==> src/rtl/chacha_pkg.sv <==
// chacha_pkg: shared types and constants for the ChaCha inverse round engine.
//   word_t   : 32-bit ChaCha word
//   state_t  : 16-word state, word i occupies bits [32*i +: 32]
//   COL_IDX  : word indices of the four column quarter-round groups
//   DIAG_IDX : word indices of the four diagonal quarter-round groups
//   SIGMA    : "expand 32-byte k" constants (words 0..3 of a fresh block)
//   rotr/rotl: 32-bit rotate helpers
package chacha_pkg;

  typedef logic [31:0] word_t;
  typedef word_t [15:0] state_t;
  typedef logic [3:0]  widx_t;

  localparam widx_t COL_IDX [4][4] = '{
    '{4'd0, 4'd4, 4'd8,  4'd12},
    '{4'd1, 4'd5, 4'd9,  4'd13},
    '{4'd2, 4'd6, 4'd10, 4'd14},
    '{4'd3, 4'd7, 4'd11, 4'd15}
  };

  localparam widx_t DIAG_IDX [4][4] = '{
    '{4'd0, 4'd5, 4'd10, 4'd15},
    '{4'd1, 4'd6, 4'd11, 4'd12},
    '{4'd2, 4'd7, 4'd8,  4'd13},
    '{4'd3, 4'd4, 4'd9,  4'd14}
  };

  localparam word_t SIGMA [4] = '{
    32'h61707865, 32'h3320646e, 32'h79622d32, 32'h6b206574
  };

  function automatic word_t rotr(input word_t x, input int unsigned n);
    return (x >> n) | (x << (32 - n));
  endfunction

  function automatic word_t rotl(input word_t x, input int unsigned n);
    return (x << n) | (x >> (32 - n));
  endfunction

endpackage

==> src/rtl/chacha_inv_permute_if.sv <==
// chacha_inv_permute_if: valid/ready bundle for the inverse round engine.
//   in_valid/in_ready/state_in    : block input handshake and permuted state
//   out_valid/out_ready/state_out : recovered state handshake
//   master : producer/consumer side (drives in_valid, state_in, out_ready)
//   slave  : engine side
interface chacha_inv_permute_if;
  import chacha_pkg::*;

  logic   in_valid;
  logic   in_ready;
  state_t state_in;
  logic   out_valid;
  logic   out_ready;
  state_t state_out;

  modport master (
    output in_valid, state_in, out_ready,
    input  in_ready, out_valid, state_out
  );

  modport slave (
    input  in_valid, state_in, out_ready,
    output in_ready, out_valid, state_out
  );
endinterface

==> src/rtl/chacha_inv_quarterround.sv <==
// chacha_inv_quarterround: combinational inverse of one ChaCha quarter round.
//   a, b, c, d         : words after the forward quarter round
//   a_prev .. d_prev   : words before the forward quarter round
// All arithmetic wraps mod 2^32.
module chacha_inv_quarterround
  import chacha_pkg::*;
(
  input  word_t a,
  input  word_t b,
  input  word_t c,
  input  word_t d,
  output word_t a_prev,
  output word_t b_prev,
  output word_t c_prev,
  output word_t d_prev
);

  word_t a1, b1, c1, d1;

  // Undo the forward sequence back to front: each line reverses one
  // add/xor/rotate triple of the forward quarter round.
  always_comb begin
    b1     = rotr(b, 7) ^ c;
    c1     = c - d;
    d1     = rotr(d, 8) ^ a;
    a1     = a - b1;
    b_prev = rotr(b1, 12) ^ c1;
    c_prev = c1 - d1;
    d_prev = rotr(d1, 16) ^ a1;
    a_prev = a1 - b_prev;
  end

endmodule

==> src/rtl/chacha_inv_permute.sv <==
// chacha_inv_permute: iterative inverse of ROUNDS forward ChaCha rounds
// (no feed-forward add). One inverse half-round per cycle, or two when
// CHACHA_INV_UNROLL2_EN is defined (diagonal then column chained).
//   clk  : clock, all state on rising edge
//   rst  : synchronous active-high reset, aborts any block in flight
//   bus  : slave side of chacha_inv_permute_if (input/output handshakes)
// Parameter ROUNDS: forward rounds to undo, even and >= 2.
module chacha_inv_permute
  import chacha_pkg::*;
#(
  parameter int ROUNDS = 20
) (
  input  logic                 clk,
  input  logic                 rst,
  chacha_inv_permute_if.slave  bus
);

`ifdef CHACHA_INV_UNROLL2_EN
  localparam int NSTAGE = 2;
`else
  localparam int NSTAGE = 1;
`endif
  localparam int CW = $clog2(ROUNDS + 1);

  typedef enum logic [1:0] {IDLE, RUN, DONE} fsm_t;

  fsm_t          fsm_reg, fsm_next;
  logic [CW-1:0] cnt_reg, cnt_next;
  state_t        state_reg, state_next;
  logic          out_valid_reg, out_valid_next;
  state_t        state_step;

  // Chain of NSTAGE half-rounds. Inverse step j is diagonal for even j and
  // column for odd j, because the last forward round of an even count is a
  // diagonal round. Stage si of a cycle performs step cnt_reg + si.
  for (genvar si = 0; si < NSTAGE; si++) begin : g_stage
    localparam logic SI_ODD = (si % 2) == 1;
    state_t s_in, s_out;
    word_t  qin  [4][4];
    word_t  qout [4][4];
    logic   odd;

    if (si == 0) begin : g_first
      assign s_in = state_reg;
    end else begin : g_chain
      assign s_in = g_stage[si-1].s_out;
    end

    assign odd = cnt_reg[0] ^ SI_ODD;

    always_comb begin
      for (int g = 0; g < 4; g++) begin
        for (int k = 0; k < 4; k++) begin
          qin[g][k] = odd ? s_in[COL_IDX[g][k]] : s_in[DIAG_IDX[g][k]];
        end
      end
    end

    for (genvar gi = 0; gi < 4; gi++) begin : g_qr
      chacha_inv_quarterround u_qr (
        .a      (qin[gi][0]),
        .b      (qin[gi][1]),
        .c      (qin[gi][2]),
        .d      (qin[gi][3]),
        .a_prev (qout[gi][0]),
        .b_prev (qout[gi][1]),
        .c_prev (qout[gi][2]),
        .d_prev (qout[gi][3])
      );
    end

    // Groups are disjoint and cover all 16 words, so every word is rewritten.
    always_comb begin
      s_out = s_in;
      for (int g = 0; g < 4; g++) begin
        for (int k = 0; k < 4; k++) begin
          if (odd) s_out[COL_IDX[g][k]]  = qout[g][k];
          else     s_out[DIAG_IDX[g][k]] = qout[g][k];
        end
      end
    end
  end

  assign state_step = g_stage[NSTAGE-1].s_out;

  always_comb begin
    fsm_next       = fsm_reg;
    cnt_next       = cnt_reg;
    state_next     = state_reg;
    out_valid_next = out_valid_reg;
    case (fsm_reg)
      IDLE: begin
        if (bus.in_valid) begin
          state_next = bus.state_in;
          cnt_next   = '0;
          fsm_next   = RUN;
        end
      end
      RUN: begin
        state_next = state_step;
        cnt_next   = cnt_reg + CW'(NSTAGE);
        if (cnt_reg == CW'(ROUNDS - NSTAGE)) begin
          fsm_next       = DONE;
          out_valid_next = 1'b1;
        end
      end
      DONE: begin
        if (bus.out_ready) begin
          out_valid_next = 1'b0;
          fsm_next       = IDLE;
        end
      end
      default: fsm_next = IDLE;
    endcase
  end

  always_ff @(posedge clk) begin
    if (rst) begin
      fsm_reg       <= IDLE;
      cnt_reg       <= '0;
      state_reg     <= '0;
      out_valid_reg <= 1'b0;
    end else begin
      fsm_reg       <= fsm_next;
      cnt_reg       <= cnt_next;
      state_reg     <= state_next;
      out_valid_reg <= out_valid_next;
    end
  end

  assign bus.in_ready  = (fsm_reg == IDLE) && !rst;
  assign bus.out_valid = out_valid_reg;
  assign bus.state_out = state_reg;

endmodule
==> src/flat_wrapper.sv <==
// flat-port wrapper written by rule: the top's interface ports become plain ports
module chacha_inv_permute_flat import chacha_pkg::*;
#(
  parameter int ROUNDS = 20
)
  (clk, rst, bus_in_valid, bus_state_in, bus_out_ready, bus_in_ready, bus_out_valid, bus_state_out);
  chacha_inv_permute_if bus_i ();
  input  logic clk;
  input  logic rst;
  input wire logic [$bits(bus_i.in_valid)-1:0] bus_in_valid;
  input wire logic [$bits(bus_i.state_in)-1:0] bus_state_in;
  input wire logic [$bits(bus_i.out_ready)-1:0] bus_out_ready;
  output wire logic [$bits(bus_i.in_ready)-1:0] bus_in_ready;
  output wire logic [$bits(bus_i.out_valid)-1:0] bus_out_valid;
  output wire logic [$bits(bus_i.state_out)-1:0] bus_state_out;
  assign bus_i.in_valid = bus_in_valid;
  assign bus_i.state_in = bus_state_in;
  assign bus_i.out_ready = bus_out_ready;
  assign bus_in_ready = bus_i.in_ready;
  assign bus_out_valid = bus_i.out_valid;
  assign bus_state_out = bus_i.state_out;
  chacha_inv_permute #(.ROUNDS(ROUNDS)) u_core (.clk(clk), .rst(rst), .bus(bus_i));
endmodule
==> config.mk <==
export PLATFORM = sky130hd
export DESIGN_NAME = chacha_inv_permute_flat
export DESIGN_NICKNAME = d
export VERILOG_FILES = /design/src/rtl/chacha_pkg.sv /design/src/rtl/chacha_inv_permute_if.sv /design/src/rtl/chacha_inv_quarterround.sv /design/src/rtl/chacha_inv_permute.sv /design/src/flat_wrapper.sv
export SDC_FILE = /design/constraint.sdc
export NUM_CORES = 2
export LEC_CHECK = 0
export BUFFER_PORTS_ARGS = -buffer_cell sky130_fd_sc_hd__buf_2
export CAP_MARGIN = 20
export CORE_MARGIN = 5
export CORE_UTILIZATION = 30
export CTS_CLUSTER_DIAMETER = 100
export CTS_CLUSTER_SIZE = 28
export DETAILED_ROUTE_END_ITERATION = 7
export GPL_ROUTABILITY_DRIVEN = 0
export GPL_TIMING_DRIVEN = 0
export MAX_ROUTING_LAYER = met4
export PLACE_DENSITY_LB_ADDON = 0.2
export SLEW_MARGIN = 20
export SYNTH_ARGS = -nofsm -noshare
export SYNTH_HDL_FRONTEND = slang
export SYNTH_HIERARCHICAL = 1
export SYNTH_SLANG_ARGS = --single-unit
==> constraint.sdc <==
create_clock -name clk -period 9.6 [get_ports clk]
set_input_delay 0.96 -clock clk [delete_from_list [all_inputs] [get_ports clk]]
set_output_delay 0.96 -clock clk [all_outputs]
set_load 0.005 [all_outputs]
### After elaboration in Yosys (flattened, before gate mapping)

Index checks and enable logic that the tools add are counted.

* flip-flop bits (word level): 520
* bits of input ports: 516
* output and inout port bits: 514

* add/sub/neg operators: 17
* equal/unequal tests: 6
* muxes and demuxes: 35
* bitwise gates (word level): 32
* reductions and logical operators: 8

Operators with widths (number)
* $pmux 512 s2: 1
* $mux 32: 24
* $mux 512: 1
* $sub 32x32->32: 16
* $xor 32x32->32: 16
* $or 16x32->32: 4
* $or 20x32->32: 4
* $or 24x32->32: 4
* $or 25x32->32: 4
* $pmux 5 s2: 1
* $mux 2: 3
* $pmux 2 s3: 1
* $reduce_and 3->1: 2
* $add 5x1->5 const B: 1
* $eq 5x5->1 const B: 1
* $mux 5: 1
* $ne 2x2->1 const B: 2
* $reduce_bool 2->1: 2
* $eq 2x1->1 const B: 1
* $eq 2x2->1 const B: 1
* $logic_not 2->1: 1
* $mux 1: 2
* $ne 2x1->1 const B: 1
* $pmux 1 s2: 1
* 3 further kinds: 3

### Logic depth before layout (Yosys ltp)

* depth after elaboration: 7
* mapped depth: 34
* gate-level depth less buffers: 29

### Cells and area by module

Netlist, hierarchy kept.

By module, submodules not included
* chacha_inv_permute: times used 1, cells an instance 3500, area each 33211.9 µm²
* chacha_inv_quarterround at u_core.g_stage[0].g_qr[0].u_qr ...: times used 3, cells an instance 1005, area each 7419.6 µm²
* chacha_inv_quarterround at u_core.g_stage[0].g_qr[3].u_qr: times used 1, cells an instance 989, area each 7440.9 µm²

### Worst setup path after synthesis

OpenSTA, ideal clock, no wires.

* path type: register to register
* start: register u_core.cnt_reg[0]
* end: register u_core.state_reg (netlist bit u_core/bus.state_out[127])
* setup time: 0.137 ns
* arrival time: 6.712 ns
* data required time: 9.463 ns
* slack: 2.751 ns
* cell stages (with the launch flop): 33
* buffers on the path: 5
* period minus slack after synthesis: 6.849 ns
* cells stage by stage: dfxtp_1 buf_2 buf_6 buf_6 buf_4 buf_6 mux2_2 xor2_1 ha_1 inv_1 fa_1 a2111oi_2 o31ai_1 a2111oi_0 o22ai_1 and2_1 nor3_1 o21bai_1 a21oi_1 xnor2_1 ha_1 a21o_1 a21o_1 a21o_1 a21oi_1 nor4bb_1 o31a_1 nor2b_1 a41oi_1 xnor2_2 xnor3_1 o2bb2ai_1 a211oi_1

RTL lines
* from (decl): RTL line chacha_inv_permute.sv:28 `logic [CW-1:0] cnt_reg, cnt_next;`
* from (signal assigned): RTL line chacha_inv_permute.sv:125 `cnt_reg <= cnt_next;`
* to (signal assigned): RTL line chacha_inv_permute.sv:126 `state_reg <= state_next;`
* to (decl): RTL line chacha_inv_permute.sv:29 `state_t state_reg, state_next;`

==> results.yml <==
clock_network:
  clock_latency_ns: 0.79
  post_cts_buffers: 0
  cts.sinks: 520
  htree_levels: 2
  cts_made_buffers: 40
  cts_tree: "built"
  clockBufferDepth: 3
  ctsRootBufferMaster: "clkbuf_16"
  clkTransAtPathRegs_ns: 0.10
worst_setup_path:
  r2r_cells: 28
  crit_slowest_cell: "xnor2_2"
  slowest_delay_ns: 0.90
  cp-end-kind: "flip-flop"
  cpMostUsedCell: "buf_2"
  crit_type: "flip-flop to flip-flop"
  required_ns: 10.26
  ff2ff_setup_slack_ns: -0.47
  cp-start-kind: "flip-flop"
  cp_max_fo: 10
  arrival_ns: 10.73
synthesis:
  synth_seq_cells: 520
  synth-edff-count: 0
  ys_seq_area_share_pct: 16.5
  synth_area_sq_mm: 0.0629
  ys_warn_count: 6
  synth_cell_types: 88
  synth_flop_cell: "dfxtp_1"
  syn_nets: 8517
  synth.avg_cell_area_sq_um: 8.38
  async_flop_share_pct: 0
  synthCells: 7504
place:
  io_buffers: 1027
  dp.cells: 11300
  dp_hpwl_um: 435000
route:
  drt-pass1-iter-count: 8
  drtIter0Drc: 12600
  vias_per_cell: 6.42
  ant_nets: 0
  drc: 41
  wl_per_cell_um: 44.4
  vias: 74100
  drt-total-wl_um: 513000
floorplan:
  dieArea_sq_mm: 0.219
  core_area_sq_mm: 0.209
  rows: 168
  num_io_pins: 1030
  die_y_um: 468
  die_w_um: 468
  start_util_pct: 30.1
grt:
  grt_pass1_wl_um: 649000
  grt_max_degree: 29
  antenna_found_initial: 109
  grt-ovfl-total: 0
  track_usage_pct: 45.9
  first_global_vias: 65700
timing:
  slew-limit-headroom_pct: -4.63
  worst_slew_pin_slew_ns: 1.56
  finalHoldViolations: 0
  setup_viol: 2
  slew_violations: 5
  finalCritPeriodShare_pct: 105
  tns_ns: -0.483
  setup_ws_ns: -0.471
  fmax_ghz: 0.0993
  clock_skew_ns: 0.0693
  period_minus_slack_ns: 10.07
layout:
  fin_nets: 9595
  final_util_pct: 35.3
  drive_above_1_share_pct: 29.8
  fin_cells: 11500
  area_growth_pct: 17.4
  largest_register_ff_count: 512
flow_run:
  cap_violations: 1
worst_hold_path:
  hold_path.class: "primary input to flip-flop"
  worstHoldPathCells: 2
status:
  status: "finished, violations left"
  violations: "DRC, capacitance limit, slew limit, setup timing"
## worst paths after layout
kind                                                         from                                     to
worst max-delay path               u_core/cnt_reg[0]$_SDFFE_PP0P_  u_core/bus.state_out[95]$_SDFFE_PP0P_
worst min-delay path                                bus_out_ready         u_core/fsm_reg[1]$_SDFFE_PP0P_
worst max register to register     u_core/cnt_reg[0]$_SDFFE_PP0P_  u_core/bus.state_out[95]$_SDFFE_PP0P_
worst min register to register  u_core/bus.out_valid$_SDFFE_PP0P_      u_core/bus.out_valid$_SDFFE_PP0P_
## cell usage in the layout (no fill, tap or decap), types with 45 or more instances in the layout
cell type  count
diode_2      123
inv_1        380
buf_6         58
nor2b_1       67
xor2_1       262
o21ai_1       62
nor3_1       440
nand2_1      210
dfxtp_1      520
buf_4        178
a21o_1       263
o2bb2ai_1    128
nand2b_1      63
o21bai_1      45
a211oi_1     157
nor2_1       887
clkbuf_1     112
a21oi_1      348
ha_1         481
o21a_1        75
nand3_1       52
buf_2       1188
xnor2_1      682
mux2_2       770
a221oi_1     246
o21ai_0      131
a221oi_2     152
## Yosys cell counts (17+ instances only)
cell type,n,area [sq um]
buf_4,178,1340
xor2_1,270,2360
nand4_1,33,206
a21o_1,263,1970
and2_1,22,138
o21a_1,75,563
nor2_1,887,3330
o2bb2ai_1,128,1120
buf_2,160,801
o2111ai_1,20,175
o21bai_1,45,338
o31a_1,17,149
and3_1,31,194
xnor2_1,697,6100
o31ai_1,32,240
mux2_2,770,8670
nor3_1,440,2200
nand2b_1,63,394
a21boi_0,20,150
o21ai_0,131,656
nand2_1,210,788
inv_1,380,1430
nor2b_1,67,419
a21oi_1,348,1740
o211ai_1,18,135
ha_1,481,6020
nand3_1,52,260
a211oi_1,157,1180
a31oi_1,36,225
clkbuf_1,125,469
buf_6,57,642
a221oi_2,152,2280
a221oi_1,246,2150
or2_2,18,113
o21ai_1,62,310
dfxtp_1,520,10400
## area by class of cell
type / instances / area, sq um
Buffer: 529 / 3300
Inverter: 381 / 1430
Sequential cell: 520 / 10400
Fill cell: 22200 / 135000
Clock inverter: 30 / 551
Antenna cell: 123 / 308
Clock buffer: 41 / 1030
Timing Repair Buffer: 1036 / 5340
Tap cell: 2805 / 3510
Multi-Input combinational cell: 6074 / 48000
## metrics by stage
stage | setup WS [ns] | hold slack [ns] | area (sq um)
2_1_floorplan | 2.75 | 0.452 | 62900
3_3_place_gp | -0.153 | 0.456 | 71600
3_5_place_dp | 0.221 | 0.460 | 71800
4_1_cts | 0.124 | 0.380 | 73400
5_1_grt | -0.175 | 0.378 | 73800
6_report | -0.471 | 0.368 | 73900
## timing repair
action | in CTS | in global routing
endpoints found under the setup margin | 0 | 2
hold buffers | 0 | 0
resized for setup | 0 | 8
## critical path: cells and delay by family (launching register included)
family	cells	cell delay, ns
AO/OA/AOI/OAI	13	3.68
XOR/XNOR	4	2.19
buffers and inverters	6	1.84
adder cells (fa/ha/maj)	3	1.01
flip-flops	1	0.53
multiplexers	1	0.45
AND/OR/NAND/NOR	1	0.19
## cell families (layout without fill, tap and decap cells)
kind of cell             count (synthesis)  after routing  synth area share [%]
adder cells (fa/ha/maj)                514            514                  10.4
other                                    0            123                     0
flip-flops                             520            520                  16.5
XOR/XNOR                              1001           1001                  14.6
multiplexers                           772            772                  13.8
buffers and inverters                  910           2017                  7.49
AO/OA/AOI/OAI                         1901           1901                  23.6
AND/OR/NAND/NOR                       1886           1886                  13.6
## per-layer routing
layer | routed length, um | part of all wire [%] | global-route usage [%]
met4 | 68300 | 13 | 45.5
met5 | 0 | 0 | -
met2 | 185000 | 36 | 57.5
met1 | 175000 | 34 | 48.9
met3 | 83400 | 16 | 26.1
Power is left out: the tool's default activity adds up to more than one toggle a clock period on the data nets, which glitch-free logic cannot reach.
